--- src/rtl/mul_wb_merge.sv ---
// Merges multiply-pipe results with ALU results onto the single register-file write port.
// ALU writes always win; multiply results that lose arbitration wait in a small in-order FIFO.
module mul_wb_merge #(
    parameter int unsigned W     = 32,
    parameter int unsigned DEPTH = 2
) (
    input  logic         clk,
    input  logic         reset,
    input  logic         mul_valid,
    input  logic [W-1:0] mul_result,
    input  logic         mul_zero,
    input  logic         mul_overflow,
    input  logic [4:0]   mul_dst,
    output logic         mul_stall,
    input  logic         alu_valid,
    input  logic [W-1:0] alu_result,
    input  logic [4:0]   alu_dst,
    output logic         wb_en,
    output logic [W-1:0] wb_data,
    output logic [4:0]   wb_dst,
    output logic         wb_zero,
    output logic         ovf_exc,
    output logic [4:0]   ovf_dst
);

    localparam int unsigned AW = $clog2(DEPTH);
    localparam logic [AW:0] FULL = (AW+1)'(DEPTH);
    localparam logic [AW:0] ONE  = (AW+1)'(1);

    logic [W-1:0] fifo_data [DEPTH];
    logic         fifo_zero [DEPTH];
    logic [4:0]   fifo_dst  [DEPTH];

    logic [AW-1:0] rd_ptr;
    logic [AW-1:0] wr_ptr;
    logic [AW:0]   count;

    logic accept;
    logic mul_keep;
    logic mul_ovf;
    logic alu_write;
    logic fifo_nonempty;
    logic pop;
    logic bypass;
    logic push;

    // Stall comes from the registered count, so a pop from a full FIFO frees space next cycle.
    assign mul_stall = (count == FULL);

    always_comb begin
        accept        = mul_valid && !mul_stall;
        mul_keep      = accept && (mul_dst != '0) && !mul_overflow;
        mul_ovf       = accept && (mul_dst != '0) && mul_overflow;
        alu_write     = alu_valid && (alu_dst != '0);
        fifo_nonempty = (count != '0);
        pop           = !alu_write && fifo_nonempty;
        bypass        = !alu_write && !fifo_nonempty && mul_keep;
        push          = mul_keep && !bypass;
    end

    always_ff @(posedge clk) begin
        if (push) begin
            fifo_data[wr_ptr] <= mul_result;
            fifo_zero[wr_ptr] <= mul_zero;
            fifo_dst[wr_ptr]  <= mul_dst;
        end
    end

    always_ff @(posedge clk) begin
        if (reset) begin
            rd_ptr <= '0;
            wr_ptr <= '0;
            count  <= '0;
        end else begin
            if (push) begin
                wr_ptr <= wr_ptr + 1'b1;
            end
            if (pop) begin
                rd_ptr <= rd_ptr + 1'b1;
            end
            case ({push, pop})
                2'b10:   count <= count + ONE;
                2'b01:   count <= count - ONE;
                default: count <= count;
            endcase
        end
    end

    // Write port: ALU, then queued head, then bypass; data/dst/zero hold when idle.
    always_ff @(posedge clk) begin
        if (reset) begin
            wb_en   <= 1'b0;
            wb_data <= '0;
            wb_dst  <= '0;
            wb_zero <= 1'b0;
        end else if (alu_write) begin
            wb_en   <= 1'b1;
            wb_data <= alu_result;
            wb_dst  <= alu_dst;
            wb_zero <= (alu_result == '0);
        end else if (pop) begin
            wb_en   <= 1'b1;
            wb_data <= fifo_data[rd_ptr];
            wb_dst  <= fifo_dst[rd_ptr];
            wb_zero <= fifo_zero[rd_ptr];
        end else if (bypass) begin
            wb_en   <= 1'b1;
            wb_data <= mul_result;
            wb_dst  <= mul_dst;
            wb_zero <= mul_zero;
        end else begin
            wb_en   <= 1'b0;
        end
    end

    always_ff @(posedge clk) begin
        if (reset) begin
            ovf_exc <= 1'b0;
            ovf_dst <= '0;
        end else begin
            ovf_exc <= mul_ovf;
            if (mul_ovf) begin
                ovf_dst <= mul_dst;
            end
        end
    end

endmodule

--- config.mk ---
export PLATFORM = sky130hd
export DESIGN_NAME = mul_wb_merge
export DESIGN_NICKNAME = d
export VERILOG_FILES = /design/src/rtl/mul_wb_merge.sv
export SDC_FILE = /design/constraint.sdc
export NUM_CORES = 1
export LEC_CHECK = 0
export BUFFER_PORTS_ARGS = -buffer_cell sky130_fd_sc_hd__buf_2
export CORE_ASPECT_RATIO = 0.7
export CORE_MARGIN = 5
export CORE_UTILIZATION = 54
export CTS_BUF_LIST = sky130_fd_sc_hd__clkbuf_16
export DETAILED_ROUTE_END_ITERATION = 12
export GPL_TIMING_DRIVEN = 0
export PLACE_DENSITY = 0.87
export REMOVE_ABC_BUFFERS = 1
export SYNTH_ARGS = -nofsm -noshare
export SYNTH_HDL_FRONTEND = slang
export SYNTH_SLANG_ARGS = --single-unit
--- constraint.sdc ---
create_clock -name clk -period 4.6 [get_ports clk]
set_input_delay 0.92 -clock clk [delete_from_list [all_inputs] [get_ports clk]]
set_output_delay 0.92 -clock clk [all_outputs]
set_load 0.01 [all_outputs]
# After elaboration in Yosys (flattened, before gate mapping)
# Memory sizes are Yosys's and may differ from the RTL's. A register that Yosys moved wholly into a read port is not among the register bits.
# Cells that the tools add are included.
# word_totals
register_bits	49
latch_bits	0
ram_bits	76
mem_bits_ro	0
output_inout_bits	46
mem_count	3
# memory_table
name	depth	word_bits	read_ports	rd_clocked_by_memory_dff	write_ports	line_no	source
fifo_data	2	32	1	1	1	30	logic [W-1:0] fifo_data [DEPTH];
fifo_dst	2	5	1	1	1	32	logic [4:0] fifo_dst [DEPTH];
fifo_zero	2	1	1	1	1	31	logic fifo_zero [DEPTH];
# op_classes
n_addsub	4
n_mul	0
n_div	0
order_cmp	0
eq_ne	3
n_shift	0
mux	21
bitwise_logic	0
reduce_logical	20
# op_table
cell	count
$mux 32	3
$logic_not 32->1	1
$mux 5	3
$mux 1	14
$reduce_bool 5->1	2
$logic_and 1x1->1	9
$logic_not 1->1	5
$eq 2x2->1 const B	2
$pmux 2 s2	1
$reduce_bool 2->1	2
$reduce_bool 3->1	1
$add 1x1->1 const B	2
$add 2x1->2 const B	1
$eq 2x1->1 const B	1
$sub 2x1->2 const B	1

# Depth between registers and ports, before layout
# Gate-level depths: netlist of the first run.
# depth
word_depth	10
ltp_mapped	9
ltp_nobuf	7

# Worst setup path after synthesis of the first run
# Ideal clock, no wire load.
# synth_path
path_kind	input to register
startpoint	input port mul_valid
endpoint	memory fifo_data[1][0], enable pin
setup_time_ns	0.433
arrival_ns	3.149
t_required_ns	4.167
path_slack_ns	1.018
cell_stages	5
cell_sequence	nor2b_1 -> a21boi_1 -> buf_2 -> nand2b_1 -> nor2_1
# synth_between
elab_chain_len	8
# synth_rtl
element	line_no	source
from (decl)	9	input logic mul_valid,
$logic_and 1x1->1 *	51	accept = mul_valid && !mul_stall;
$logic_and 1x1->1 * (2 in series)	52	mul_keep = accept && (mul_dst != '0) && !mul_overflow;
$logic_and 1x1->1	57	bypass = !alu_write && !fifo_nonempty && mul_keep;
$logic_not 1->1	58	push = mul_keep && !bypass;
$logic_and 1x1->1 *	58	
$mux 1 *	62	if (push) begin
$mux 1 (not written as such) *	63	fifo_data[wr_ptr] <= mul_result;
to (decl)	30	
# Mark *: on every way between the ends. The rest lies on a longest branch, timed or not.

# Worst setup path after layout of the first run
# layout_path
startpoint	input port mul_dst[1]
endpoint	register count[1]
# layout_between
elab_chain_len	8
elab_cells_between_ends	10
# layout_rtl
element	line_no	source
from (decl)	13	input logic [4:0] mul_dst,
$reduce_bool 5->1 *	52	
$logic_and 1x1->1 * (2 in series)	52	
$logic_and 1x1->1	57	
$logic_not 1->1	58	
$logic_and 1x1->1 *	58	
$eq 2x1->1 / $eq 2x2->1 (equally long branches)	81	case ({push, pop})
$pmux 2 s2 / $reduce_bool 2->1 (equally long branches)	n/a	
to (signal assigned)	82	2'b10: count <= count + ONE;
to (signal assigned)	83	2'b01: count <= count - ONE;
to (signal assigned)	84	default: count <= count;
to (decl)	36	logic [AW:0] count;
# Marks and branches as above.
# A chain may end at the register's enable or synchronous reset.

==> key figures, run 1 <==
Setup path
  – CP arrival: 3.43 ns
  – Worst r2r src: count[0]
  – Critical-path top delay cell: nor4_1
  – CP Max Fanout: 21
  – Crit path kind: in -> reg
  – Worst-path cell chain: buf_2 -> nor4_1 -> a21boi_4 -> buf_16 -> nand2b_1 -> ha_1 -> or3_1 -> a21oi_1
  – Crit path from: mul_dst[1]
  – Critical Path Source Type: primary input
  – Max stage delay on crit path: 0.79 ns
  – Worst Setup End Kind: register
  – Worst EP required: 4.92 ns

Clocking
  – Root Buffer: clkbuf_16
  – Worst skew pair latency: 0.41 ns
  – Bufs on Longest Clock Path: 2
  – Hold-fix buffers, CTS: 0
  – Sink Count: 126
  – Post-CTS setup buffers: 0
  – Clock-pin slew on the worst setup and hold paths: 0.06 ns
  – CTS buffer count: 17
  – H-tree depth: 4
  – CTS tree: yes
  – Post-CTS sizing: 0

Timing
  – RSZ-0062 raised after global routing: false
  – Slew Limit Headroom: 0.132
  – Fin crit period: 3.10 ns
  – Hold slack: 0.490 ns
  – Measured slew at the worst slew-check pin: 1.30 ns
  – Fmax: 0.322 GHz
  – Final period utilization: 0.675
  – Final setup viols: 0
  – Fin. Hold Viols: 0
  – Clock skew: 0.00641 ns
  – Setup TNS: 0 ns
  – Slew Limit Fails: 0

Place
  – Routability Congestion: 0.809
  – Cells after DPL: 670
  – HPWL after DPL: 8790 um
  – Buffers on Ports: 125

Drt
  – Via-per-instance ratio: 5.94
  – Detailed Route Iter0 Violations: 290
  – Via count: 4168
  – DR WL/cell: 19.5 um
  – Drt total wl: 13700 um
  – DRC errors left: 0
  – Initial DRT Pass Iterations: 5
  – Post-DRT Antenna Nets: 0

Logic synthesis
  – Mapped Cells: 451
  – Adder-cell area share of the yosys netlist: 0.00228
  – Top cells by area, synth: edfxtp_1 42%, dfxtp_1 18%, mux2i_1 7.3%
  – Post-synth top area share: 0.417
  – Yosys cell types: 41
  – #FFs+latches synth: 126
  – Synth Area in Compound Gates: 0.146
  – Avg Synthesized Cell Area: 12.1 um^2
  – Post-synthesis mux area share: 0.0793
  – Synth Area in XOR/XNOR: 0.00320
  – Post-synthesis simple-gate area fraction: 0.132
  – Post-Synthesis Cell Area: 5480 um^2
  – Largest family of logic cells by synthesized area: compound AO/OA/AOI/OAI gates
  – Synth warn: 0
  – Post-synthesis sequential area ratio: 0.599
  – Yosys top cell by area: edfxtp_1

Die
  – Initial Util: 0.559
  – Site Rows: 30
  – Die ar.: 12300 um^2
  – Die Ht: 94.3 um
  – Boundary pin count: 126
  – Core area: 9800 um^2
  – Die W: 130 um

Pwr
  – Leakage Power: 2.51 nW
  – Sw frac: 0.290
  – Peak supply drop: 0.324 mV
  – Part of the power in registers: 0.389
  – Combinational Power Share: 0.232
  – Internal: 2.65 mW
  – Psw: 1.08 mW
  – Pwr/cell area: 545 nW/um^2
  – Clock network fraction of total power: 0.380

Global routing
  – Initial antenna violation count: 1
  – Pin count of the biggest net entering global routing: 75
  – Total track usage: 0.231
  – Global-route wire length before repair: 21700 um
  – GR Overflow Total: 0
  – Vias in the first global route: 4297

Layout
  – Antenna cells: 0
  – Layout cells sized above 1: 0.336
  – Final cell count without fillers: 702
  – Commonest non-fill, non-tap cell in the layout: buf_2
  – Finished Core Util: 0.700
  – Syn-to-layout area delta: 25.2%
  – Fin nets: 642
  – Most frequent cells in the layout: 125 x buf_2, 76 x edfxtp_1, 71 x nand2_1

Worst hold path
  – Hold path startpoint: ovf_dst[1]
  – Hold WC Path Type: reg -> reg

Flow run
  – Max-cap viol count: 0

Status
  – Status: finished, final reports clean
[final timing paths]
path / end / slack [ns] / depth (start not counted)
max: count[1] / 1.50 / 8
max reg2reg: wb_dst[0] / 1.60 / 4
min reg2reg: ovf_dst[1] / 0.49 / 2
min: ovf_dst[1] / 0.49 / 2
[worst max-delay path: cells and delay by family]
| kind | cells | cell delay [ns] |
|---|---|---|
| AND/OR/NAND/NOR | 3 | 1.30 |
| AO/OA/AOI/OAI | 2 | 0.50 |
| buffers and inverters | 2 | 0.40 |
| adder cells (fa/ha/maj) | 1 | 0.29 |
[per-stage QoR]
| stage | power [mW] | setup WS (ns) | cell area, um^2 |
|---|---|---|---|
| 2_1_floorplan | 2.00 | -0.525 | 5290 |
| 3_3_place_gp | 2.29 | -2.52 | 6070 |
| 3_5_place_dp | 2.33 | 1.11 | 6220 |
| 4_1_cts | 3.75 | 1.55 | 6850 |
| 5_1_grt | 3.91 | 1.32 | 6850 |
| 6_report | 3.73 | 1.50 | 6850 |
[cells in the mapped netlist]
cell       n
or4_1      1
buf_4      4
nand3_1    3
o31ai_4    1
o21ai_0    3
a211oi_2   1
or2_2      1
clkbuf_1  23
o21bai_1   1
or3_4      1
nor3_2    10
edfxtp_1  76
nor2_1     9
ha_1       1
a21bo_2    1
o31a_1     1
nand2_1   71
a32oi_1    2
o211ai_1  35
a311oi_1  28
mux2_2     3
inv_1      4
a21boi_1   1
nor4_1     9
nand2b_1   2
a31oi_1    1
buf_6      2
o221ai_1   1
buf_2     10
nand4_1    2
o22a_1     1
a311oi_2  10
dfxtp_1   50
xor2_1     1
mux2i_1   40
or3_1      5
nor3_1    28
xnor2_1    1
nor2b_1    2
nand3_4    1
a21oi_1    4
[cell families (layout without fill, tap and decap cells)]
kind of cell	count (synthesis)	in the layout
and+or+nand+nor	145	145
DFF	126	126
AOI/OAI and AO/OA	91	91
muxes	43	43
buffers and inverters	43	166
xor gates and xnor gates	2	2
adders and majority gates	1	1
[area by class of cell]
class	instances	area [um^2]
sequential	126	3280
fill	713	2940
multi-input combinational	282	2010
timing repair buffer	130	756
clock buffer	17	425
clock inverter	15	203
tap	128	160
inverter	4	15.0
[routing by layer]
| metal | track usage | vias up | wire (um) |
|---|---|---|---|
| met5 | 0 | - | 13 |
| met4 | 0.0925 | 2 | 233 |
| met3 | 0.0716 | 31 | 1390 |
| met2 | 0.373 | 202 | 6420 |
| met1 | 0.291 | 1962 | 5610 |
| li1 | - | 1971 | - |
[power groups by stage]
stage,clock [mW],combinational (mW),sequential [mW]
6_report,1.42,0.864,1.45
5_1_grt,1.49,0.945,1.47
3_3_place_gp,0,0.797,1.49
2_1_floorplan,0,0.479,1.53
4_1_cts,1.43,0.866,1.45
3_5_place_dp,0,0.857,1.47
[flip-flops by register name, indices dropped and copies added, names as in the netlist, named ones only]
| register | flops |
|---|---|
| count | 2 |
| fifo_data | 64 |
| fifo_dst | 10 |
| fifo_zero | 2 |
| ovf_dst | 5 |
| ovf_exc | 1 |
| rd_ptr | 1 |
| wb_data | 32 |
| wb_dst | 5 |
| wb_en | 1 |
| wb_zero | 1 |
| wr_ptr | 1 |
Power figures use the tool's default switching activity.
==> inputs of run 2 (changes only) <==
--- a/config.mk
+++ b/config.mk
@@ -5,6 +5,7 @@
 export SDC_FILE = /design/constraint.sdc
 export NUM_CORES = 1
 export LEC_CHECK = 0
+export ABC_AREA = 1
 export BUFFER_PORTS_ARGS = -buffer_cell sky130_fd_sc_hd__buf_2
 export CORE_ASPECT_RATIO = 0.7
 export CORE_MARGIN = 5
==> constraint.sdc (replaced) <==
create_clock -name clk -period 3.18 [get_ports clk]
set_input_delay 0.636 -clock clk [delete_from_list [all_inputs] [get_ports clk]]
set_output_delay 0.636 -clock clk [all_outputs]
set_load 0.01 [all_outputs]
==> key figures, run 2 <==
Status
  – Status: finished, final reports clean

Place
  – Cells after DPL: 847
  – DP Worst Slack: -0.687 ns
  – Post-Place Cell Area: 6310 um^2
  – Buffers on Ports: 125
  – Routability Congestion: 0.827
  – HPWL after DPL: 9350 um

Die
  – Die Ht: 95.5 um
  – Die ar.: 12600 um^2
  – Site Rows: 31
  – Die W: 132 um
  – Core area: 10300 um^2
  – Boundary pin count: 126
  – Initial Util: 0.548

Pwr
  – Leakage Power: 3.13 nW
  – Combinational Power Share: 0.252
  – Part of the power in registers: 0.373
  – Clock network fraction of total power: 0.375
  – Peak supply drop: 0.439 mV
  – Pwr/cell area: 819 nW/um^2
  – Psw: 1.78 mW
  – Sw frac: 0.312
  – Internal: 3.93 mW

Timing
  – Slew Limit Fails: 0
  – Final period utilization: 0.911
  – Fin worst setup slack: 0.284 ns
  – Measured slew at the worst slew-check pin: 1.01 ns
  – Fin crit period: 2.90 ns
  – Fmax: 0.345 GHz
  – Clock skew: 0.00893 ns
  – RSZ-0062 raised after global routing: false
  – Fin. Hold Viols: 0
  – Final setup viols: 0
  – Slew Limit Headroom: 0.324

Setup path
  – CP Max Fanout: 30
  – Critical path destination: count[1]
  – Worst Setup End Kind: register
  – Worst-path cell chain: nor2_4 -> inv_2 -> nand2_2 -> inv_2 -> ha_1 -> a21oi_1 -> o21ai_0 -> o21ai_0 -> a21oi_1
  – Max stage delay on crit path: 0.58 ns
  – Worst reg2reg path depth: 9
  – Worst EP required: 3.47 ns
  – R2R Setup Slk: 0.28 ns
  – Reg2reg end: count[1]
  – Critical Path Source Type: register
  – Crit path from: count[0]
  – Worst r2r src: count[0]
  – Critical-path top delay cell: nand2_2
  – CP arrival: 3.19 ns
  – Crit path kind: reg -> reg

Clocking
  – Root Buffer: clkbuf_16
  – Clock-pin slew on the worst setup and hold paths: 0.06 ns
  – H-tree depth: 4
  – Worst skew pair latency: 0.41 ns
  – Hold-fix buffers, CTS: 0
  – CTS tree: yes
  – Bufs on Longest Clock Path: 2
  – CTS buffer count: 17
  – Sink Count: 126

Drt
  – DRC errors left: 0
  – Initial DRT Pass Iterations: 5
  – Drt total wl: 14700 um
  – Via-per-instance ratio: 5.31
  – Detailed Route Iter0 Violations: 293
  – DR WL/cell: 16.7 um
  – Post-DRT Antenna Nets: 0
  – Via count: 4670

Layout
  – Most flops, register: fifo_data
  – Antenna cells: 0
  – Commonest non-fill, non-tap cell in the layout: nand2_1
  – Post-route cell area: 6980 um^2
  – Flip-flop count of the largest register after layout: 64
  – Largest registers: fifo_data: 64 flops, wb_data: 32 flops, fifo_dst: 10 flops
  – Layout cells sized above 1: 0.254
  – Final cell count without fillers: 880
  – Most frequent cells in the layout: 170 x nand2_1, 125 x buf_2, 105 x nor2_1
  – Fin nets: 816
  – Syn-to-layout area delta: 23.8%
  – Finished Core Util: 0.679

Logic synthesis
  – Yosys top cell by area: edfxtp_1
  – Post-synth EDFFs: 76
  – Most frequent cell after synthesis: nand2_1
  – Synth cell count leaders: 171 x nand2_1, 107 x nor2_1, 76 x edfxtp_1
  – Post-synth top area share: 0.405
  – Post-Synthesis Cell Area: 5630 um^2
  – Mapped Cells: 617
  – Synth Flop Type: edfxtp_1
  – Post-synthesis sequential area ratio: 0.583
  – Asr flop ratio synth: 0
  – #FFs+latches synth: 126
  – Top cells by area, synth: edfxtp_1 41%, dfxtp_1 18%, nand2_1 11%
  – Avg Synthesized Cell Area: 9.13 um^2
  – Yosys cell types: 27
  – Synth warn: 0

Worst hold path
  – Hold path startpoint: mul_result[4]
  – Hold WC Path Type: in -> reg

Global routing
  – Met3 Use GR: 0.0712
  – Initial antenna violation count: 0
  – Vias in the first global route: 4614
  – Total track usage: 0.230
  – GR Overflow Total: 0
  – Global route hottest layer: met2
  – Pin count of the biggest net entering global routing: 43
  – Met2 usage: 0.373
  – Global-route wire length before repair: 22400 um
  – Grt met1 use: 0.286

Flow run
  – Max-cap viol count: 0
==> run 2: cell families (layout without fill, tap and decap cells) <==
| logic type | count (synthesis) | in the layout | synth area share |
|---|---|---|---|
| compound gates | 62 | 62 | 0.0560 |
| mux | 26 | 26 | 0.0491 |
| flops | 126 | 126 | 0.583 |
| fa+ha+maj | 1 | 1 | 0.00222 |
| buf+inv | 73 | 203 | 0.0631 |
| xor+xnor | 1 | 1 | 0.00155 |
| simple gates | 328 | 329 | 0.245 |
==> run 2: what timing repair did <==
item | in CTS | in global routing
buffers inserted | 0 | 0
cloned | 0 | 1
setup endpoints to repair | 2 | 17
pin swaps | 0 | 1
resized for setup | 1 | 1
endpoints found under the hold margin | 0 | 0
==> run 2: critical path: cells and delay by family, from the launching register on <==
family / cells / cell delay (ns)
buf+inv: 2 / 0.40
simple gates: 2 / 1.12
fa+ha+maj: 1 / 0.34
compound gates: 4 / 0.48
flops: 1 / 0.43
==> run 2: per-layer routing <==
layer	wire, um	share of wire
met1	6310	0.43
met2	6980	0.47
met3	1240	0.084
met4	175	0.012
met5	0	0
==> run 2: power by group through the flow <==
| stage | sequential [mW] | clock [mW] | combinational (mW) |
|---|---|---|---|
| after floorplan | 2.23 | 0 | 0.771 |
| after CTS | 2.12 | 2.15 | 1.41 |
| after global placement | 2.18 | 0 | 1.29 |
| final | 2.13 | 2.14 | 1.44 |
| after global routing | 2.16 | 2.24 | 1.59 |
| after detailed placement | 2.15 | 0 | 1.39 |
==> run 2: area by class of cell <==
| class | instances | area, um^2 |
|---|---|---|
| clock buffer | 17 | 425 |
| clock inverter | 15 | 228 |
| fill | 781 | 3300 |
| inverter | 43 | 163 |
| multi-input combinational | 419 | 2020 |
| sequential | 126 | 3280 |
| tap | 132 | 165 |
| timing repair buffer | 128 | 686 |
==> run 2: worst min-delay path by stage <==
stage	to	cells after the start
CTS	fifo_data[0][4]	1
global route	fifo_data[0][4]	1
detailed placement	wb_data[31]	2
finish	fifo_data[0][4]	1
global placement	wb_data[31]	2
floorplan	register	1
==> run 2: per-stage QoR <==
step	hold WS (ns)	total power [mW]	TNS [ns]
2_1_floorplan	0.433	3.00	-26.94
3_3_place_gp	0.431	3.47	-148.04
3_5_place_dp	0.435	3.54	-9.00
4_1_cts	0.407	5.69	0
5_1_grt	0.411	5.99	0
6_report	0.422	5.71	0
==> inputs of run 3 (changes only) <==
--- a/config.mk
+++ b/config.mk
@@ -5,7 +5,7 @@
 export SDC_FILE = /design/constraint.sdc
 export NUM_CORES = 1
 export LEC_CHECK = 0
-export ABC_AREA = 1
+export ABC_AREA = 0
 export BUFFER_PORTS_ARGS = -buffer_cell sky130_fd_sc_hd__buf_2
 export CORE_ASPECT_RATIO = 0.7
 export CORE_MARGIN = 5
==> key figures, run 3 (synthesis gave the netlist of run 1 again) <==
Status
  – Status: finished, final reports clean

Clocking
  – Hold-fix buffers, CTS: 0
  – H-tree depth: 4
  – Post-CTS setup buffers: 0
  – Bufs on Longest Clock Path: 2
  – CTS buffer count: 17
  – Sink Count: 126
  – Post-CTS sizing: 0
  – Worst skew pair latency: 0.41 ns
  – CTS tree: yes
  – Clock-pin slew on the worst setup and hold paths: 0.05 ns
  – Root Buffer: clkbuf_16

Setup path
  – Crit-path leading delay family: simple AND/OR/NAND/NOR gates
  – Worst Setup End Kind: register
  – WP buf/inv: 2
  – Worst EP required: 3.50 ns
  – CP Max Fanout: 21
  – CP arrival: 3.14 ns
  – Max stage delay on crit path: 0.79 ns
  – Critical-path top delay cell: nor4_1
  – Worst-path cell chain: buf_2 -> nor4_1 -> a21boi_4 -> buf_16 -> nand2b_1 -> ha_1 -> or3_1 -> a21oi_1
  – Critical Path Source Type: primary input
  – Crit path kind: in -> reg

Timing
  – RSZ-0062 raised after global routing: false
  – Final period utilization: 0.886
  – Fin crit period: 2.82 ns
  – Slew Limit Fails: 0
  – Final setup viols: 0
  – Measured slew at the worst slew-check pin: 1.12 ns
  – Clock skew: 0.00994 ns
  – Fin. Hold Viols: 0
  – Slew Limit Headroom: 0.256
  – Hold slack: 0.427 ns
  – Fmax: 0.355 GHz

Layout
  – Fin nets: 642
  – Most flops, register: fifo_data
  – Flip-flop count of the largest register after layout: 64
  – Final cell count without fillers: 702
  – Fillcell total: 715
  – Largest registers: fifo_data: 64 flops, wb_data: 32 flops, fifo_dst: 10 flops
  – Commonest non-fill, non-tap cell in the layout: buf_2
  – Layout cells sized above 1: 0.336
  – Antenna cells: 0
  – Most frequent cells in the layout: 125 x buf_2, 76 x edfxtp_1, 71 x nand2_1
  – Syn-to-layout area delta: 25.2%

Pwr
  – Pwr/cell area: 789 nW/um^2
  – Peak supply drop: 0.471 mV
  – Psw: 1.58 mW
  – Leakage Power: 2.51 nW
  – Sw frac: 0.292
  – Part of the power in registers: 0.389
  – Combinational Power Share: 0.232
  – Clock network fraction of total power: 0.379
  – Internal: 3.83 mW

Flow run
  – Max-cap viol count: 0

Drt
  – Via count: 4219
  – Drt total wl: 13800 um
  – DR WL/cell: 19.6 um
  – Initial DRT Pass Iterations: 4
  – Via-per-instance ratio: 6.01
  – Detailed Route Iter0 Violations: 341
  – DRC errors left: 0
  – Post-DRT Antenna Nets: 0

Global routing
  – Pin count of the biggest net entering global routing: 75
  – Total track usage: 0.231
  – GR Overflow Total: 0
  – Vias in the first global route: 4297
  – Global-route wire length before repair: 21700 um
  – Initial antenna violation count: 1

Die
  – Core area: 9800 um^2
  – Site Rows: 30
  – Die ar.: 12300 um^2
  – Die Ht: 94.3 um
  – Die W: 130 um
  – Initial Util: 0.559
  – Boundary pin count: 126

Place
  – Buffers on Ports: 125
  – HPWL after DPL: 8790 um
  – Routability Congestion: 0.809
  – Cells after DPL: 670

Worst hold path
  – Hold WC Path Type: in -> reg
run 3: cell types whose count changed in the layout (fill, tap and decap cells not counted), moves of 34 or more:
| cell | delta |
|---|---|
| nor2_1 | -97 |
| nand2_1 | -99 |
| inv_1 | -35 |
| o211ai_1 | +34 |
run 3: through the flow:
step / instance area (um^2) / utilization / setup TNS, ns / setup WS, ns / total power [mW]
floorplan: 5290 / - / -63.79 / -1.66 / 2.90
detailed placement: 6220 / 0.635 / -0.0266 / -0.0266 / 3.37
CTS: 6850 / 0.699 / 0 / 0.161 / 5.43
global route: 6860 / 0.700 / 0 / 0.245 / 5.65
finish: 6860 / 0.700 / 0 / 0.363 / 5.41
global placement: 6070 / 0.620 / -173.20 / -3.66 / 3.31
run 3: final cells by class:
cell class                 instances  area (um^2)  share of cell area
sequential                       126         3280               0.479
multi-input combinational        282         2010               0.294
timing repair buffer             130          756               0.110
clock buffer                      17          425              0.0620
clock inverter                    15          203              0.0296
tap                              128          160              0.0234
inverter                           4         15.0             0.00219
run 3: final timing paths:
path	endpoint	startpoint	cells past startpoint	slack [ns]
worst max register to register	wb_dst[0]	count[0]	4	0.50
worst max-delay path	count[1]	mul_dst[1]	8	0.36
worst min register to register	ovf_dst[1]	ovf_dst[1]	2	0.49
worst min-delay path	fifo_data[0][17]	mul_result[17]	1	0.43
run 3: power groups by stage:
stage / logic (mW) / clock network, mW / registers [mW]
4_1_cts: 1.25 / 2.08 / 2.10
2_1_floorplan: 0.693 / 0 / 2.21
5_1_grt: 1.37 / 2.16 / 2.12
3_3_place_gp: 1.15 / 0 / 2.15
3_5_place_dp: 1.24 / 0 / 2.13
6_report: 1.25 / 2.05 / 2.10
run 3: layer usage:
metal	part of all wire	vias up	wire length, um	track usage
met4	0.019	2	260	0.0925
met2	0.47	191	6500	0.373
met5	0.0011	-	15	0
li1	-	1972	-	-
met1	0.42	2016	5790	0.291
met3	0.086	38	1190	0.0716
